--- src/rtl/encoder_4to2_if.sv ---
// Request/encoded-index bundle for the registered 4-to-2 encoder.
// The master drives the request lines and the slave (encoder) returns out/valid/err.
interface encoder_4to2_if;
    logic       a;
    logic       b;
    logic       c;
    logic       d;
    logic [1:0] out;
    logic       valid;
    logic       err;

    modport master (output a, b, c, d, input out, valid, err);
    modport slave  (input a, b, c, d, output out, valid, err);
endinterface

--- src/rtl/encoder_4to2.sv ---
// Registered 4-to-2 encoder: one-cycle index of the active request line,
// plus idle (valid=0) and multi-hot (err=1) flags.
module encoder_4to2 #(
    parameter bit PRIORITY_HIGH = 1'b1
) (
    input  logic           clk,
    input  logic           rst,
    encoder_4to2_if.slave  bus
);

    logic [3:0] w_req;
    logic [1:0] w_code;
    logic       w_any;
    logic       w_multi;

    logic [1:0] r_out;
    logic       r_valid;
    logic       r_err;

    assign w_req   = {bus.a, bus.b, bus.c, bus.d};
    assign w_any   = |w_req;
    // Clearing the lowest set bit leaves something only when two or more bits are set.
    assign w_multi = |(w_req & (w_req - 4'd1));

    // Later loop iterations override earlier ones, so scan order sets the winner.
    always_comb begin
        w_code = 2'b00;
        if (PRIORITY_HIGH) begin
            for (int i = 0; i < 4; i++) begin
                if (w_req[i]) w_code = 2'(i);
            end
        end else begin
            for (int i = 3; i >= 0; i--) begin
                if (w_req[i]) w_code = 2'(i);
            end
        end
    end

    always_ff @(posedge clk) begin
        if (rst) begin
            r_out   <= 2'b00;
            r_valid <= 1'b0;
            r_err   <= 1'b0;
        end else begin
            r_out   <= w_code;
            r_valid <= w_any;
            r_err   <= w_multi;
        end
    end

    assign bus.out   = r_out;
    assign bus.valid = r_valid;
    assign bus.err   = r_err;

endmodule

--- src/flat_wrapper.sv ---
// flat-port wrapper written by rule: the top's interface ports become plain ports
module encoder_4to2_flat 
#(
    parameter bit PRIORITY_HIGH = 1'b1
)
  (clk, rst, bus_a, bus_b, bus_c, bus_d, bus_out, bus_valid, bus_err);
  encoder_4to2_if bus_i ();
  input  logic clk;
  input  logic rst;
  input wire logic [$bits(bus_i.a)-1:0] bus_a;
  input wire logic [$bits(bus_i.b)-1:0] bus_b;
  input wire logic [$bits(bus_i.c)-1:0] bus_c;
  input wire logic [$bits(bus_i.d)-1:0] bus_d;
  output wire logic [$bits(bus_i.out)-1:0] bus_out;
  output wire logic [$bits(bus_i.valid)-1:0] bus_valid;
  output wire logic [$bits(bus_i.err)-1:0] bus_err;
  assign bus_i.a = bus_a;
  assign bus_i.b = bus_b;
  assign bus_i.c = bus_c;
  assign bus_i.d = bus_d;
  assign bus_out = bus_i.out;
  assign bus_valid = bus_i.valid;
  assign bus_err = bus_i.err;
  encoder_4to2 #(.PRIORITY_HIGH(PRIORITY_HIGH)) u_core (.clk(clk), .rst(rst), .bus(bus_i));
endmodule
--- config.mk ---
export PLATFORM = sky130hd
export DESIGN_NAME = encoder_4to2_flat
export DESIGN_NICKNAME = d
export VERILOG_FILES = /design/src/rtl/encoder_4to2_if.sv /design/src/rtl/encoder_4to2.sv /design/src/flat_wrapper.sv
export SDC_FILE = /design/constraint.sdc
export NUM_CORES = 1
export LEC_CHECK = 0
export CELL_PAD_IN_SITES_DETAIL_PLACEMENT = 0
export CELL_PAD_IN_SITES_GLOBAL_PLACEMENT = 1
export CORE_AREA = 3 3 40 42
export CTS_CLUSTER_SIZE = 16
export DETAILED_ROUTE_END_ITERATION = 10
export DIE_AREA = 0 0 43 45
export HOLD_SLACK_MARGIN = 0.05
export PLACE_DENSITY = 0.43
export SYNTH_ARGS = -nofsm -noshare
export SYNTH_HDL_FRONTEND = slang
export SYNTH_SLANG_ARGS = --single-unit
--- constraint.sdc ---
create_clock -name clk -period 0.8 [get_ports clk]
set_input_delay 0.16 -clock clk [delete_from_list [all_inputs] [get_ports clk]]
set_output_delay 0.16 -clock clk [all_outputs]
set_load 0.005 [all_outputs]
==> metrics.md <==
| Metric | Value |
|---|---|
| CP Launch Type | `flip-flop` |
| Layout cells sized above 1 | `30.8%` |
| Net Sw Power | `0.112 mW` |
| Slew Limit Headroom | `82.1%` |
| Cell family with most CP delay | `flip-flops` |
| Crit path from | `u_core.bus.out[0]` |
| Setup repair after global routing missed its margin | `true` |
| Cell Area, Synth | `140 um2` |
| Syn Nets | `20` |
| First-pass GRT wire length | `531 um` |
| Top cell type's share of synthesized area | `57.1%` |
| Maxcap violations | `0` |
| CTS tree | `done` |
| # rows | `13` |
| Sw Ratio | `21.2%` |
| Total congestion overflow | `0` |
| Dominant cell type by area after synthesis | `dfxtp_1` |
| DR DRC count | `0` |
| Max VDD drop | `419 uV` |
| Die area | `1940 um2` |
| Hold path startpoint | `bus_a` |
| Largest net degree at the start of global routing | `5` |
| Initial DRC Count | `0` |
| Area Growth Syn to Fin | `75.9%` |
| Setup violators final | `0` |
| Commonest non-fill, non-tap cells in the layout | `4 x dlygate4sd2_1, 4 x buf_2, 4 x dfxtp_1, 3 x nor2_1, 3 x clkbuf_4` |
| Die Wd | `43 um` |
| Syn avg cell area | `10.0 um2` |
| CP bufs+invs | `1` |
| Slowest-stage cell, CP | `dfxtp_1` |
| Sinks on the clock net | `4` |
| Post-synthesis register bit count | `4` |
| Req. time, crit path | `0.64 ns` |
| Fin Hold WS | `0.354 ns` |
| Antenna viol nets, final | `0` |
| Final Total Pwr | `0.528 mW` |
| CTS Hold Bufs | `0` |
| Endpoints failing hold | `0` |
| 1st-pass router iterations | `1` |
| Worst-path clk slew | `0.04 ns` |
| Net count, final | `34` |
| Internal power | `0.416 mW` |
| CP Class | `flip-flop to primary output` |
| Critical Path Max Stage Delay | `0.29 ns` |
| Post-synthesis cell type count | `8` |
| Clock root buffer | `clkbuf_4` |
| Combinational Power Share | `11.9%` |
| Leak | `0.112 nW` |
| Port Buffer Count | `9` |
| Crit-path max FO | `1` |
| CTS buffer count | `3` |
| Min-Delay Path Class | `primary input to flip-flop` |
| Initial core utilization | `10.9%` |
| Vias in the first global route | `143` |
| Share of the yosys chip area belonging to registers | `57.1%` |
| Max Root-Sink Buffers | `2` |
| GRT Util Overall | `4.25%` |
| Vert. Die Dim | `45 um` |
| Warnings, synthesis | `0` |
| CORE AREA | `1280 um2` |
| Final worst-path cycle share | `99.5%` |
| Detailed-route via count | `139` |
| WL/cell | `7.76 um` |
| Ant diodes | `0` |
| IO Pins | `10` |
| Top cells by area, synth | `dfxtp_1 57%, a2111oi_2 11%, nor2_1 8.0%` |
| Detailed Route WL | `318 um` |
| Final min period | `0.796 ns` |
| Sequential fraction of design power | `41.1%` |
| Peak Freq | `1260 MHz` |
| Via density | `3.39` |
| Slew Viols, Final | `0` |
| CP endpoint kind | `primary output` |
| Clock power share | `47.0%` |
| Util after Layout | `19.2%` |
| H-tree level count | `1` |
| GPL Wtd Cong | `0.589` |
| CP Cell Sequence | `buf_2` |
| PD cells | `2140 nW/um2` |
| Slew @ Worst Pin | `0.268 ns` |
| Initial antenna violation count | `0` |
| Mapped Cells | `14` |
| Crit path DAT | `0.64 ns` |
| Outcome | `completed` |
power by group through the flow:
stage          Clock (mW)  Sequential [mW]  Combinational [mW]
6_report            0.248            0.217              0.0626
5_1_grt             0.259            0.218              0.0715
4_1_cts             0.262            0.217              0.0640
3_5_place_dp            0            0.221              0.0842
3_3_place_gp            0            0.220              0.0839
2_1_floorplan           0            0.223              0.0194
stage by stage:
stage | TNS, ns | setup slack [ns] | cell area [um2] | std cells
after floorplan | 0 | 0.182 | 140 | 14
after global placement | -1.63 | -0.419 | 249 | 38
after detailed placement | -1.67 | -0.447 | 249 | 38
after CTS | -0.0166 | -0.0116 | 246 | 41
after global routing | -0.0380 | -0.0117 | 246 | 41
final | 0 | 0.00360 | 246 | 41
registers in the layout, summed over array words and instances, names as in the netlist:
signal / count
u_core.bus.err: 1
u_core.bus.out: 2
u_core.bus.valid: 1
per-layer routing:
metal | GRT usage (%) | vias up | wire length (um)
met5 | 0 | - | 0
met4 | 5.42 | 0 | 0
met3 | 3.19 | 0 | 73
met2 | 4.49 | 10 | 114
met1 | 4.59 | 55 | 130
li1 | - | 74 | -
kinds of logic after synthesis:
group	synth area share, %
buffers and inverters	2.68
AOI/OAI and AO/OA	23.2
DFF	57.1
and+or+nand+nor	17.0
layout make-up:
| class | instances | area (um2) |
|---|---|---|
| clock buffer | 3 | 22.5 |
| fill | 149 | 1040 |
| timing repair buffer | 9 | 65.1 |
| sequential | 4 | 80.1 |
| inverter | 1 | 3.75 |
| multi-input combinational | 9 | 56.3 |
| tap | 15 | 18.8 |
synthesized netlist by cell type:
library cell and count:
dfxtp_1 4, nor2_1 3, a21oi_1 2, a2111oi_2 1
a211oi_1 1, inv_1 1, nor3_1 1, or2b_1 1
repair_timing:
action / 4_1_cts / 5_1_grt
gates resized for setup: 20 / 0
endpoints found under the setup margin: 6 / 4
setup buffers: 0 / 0
pin swaps: 1 / 0
final timing paths:
kind | cells past startpoint | to | slack (ns)
max | 1 | bus_out[0] | 0.004
min | 3 | u_core.bus.out[1] | 0.35
Note: power is estimated with default switching activity, not from simulation.
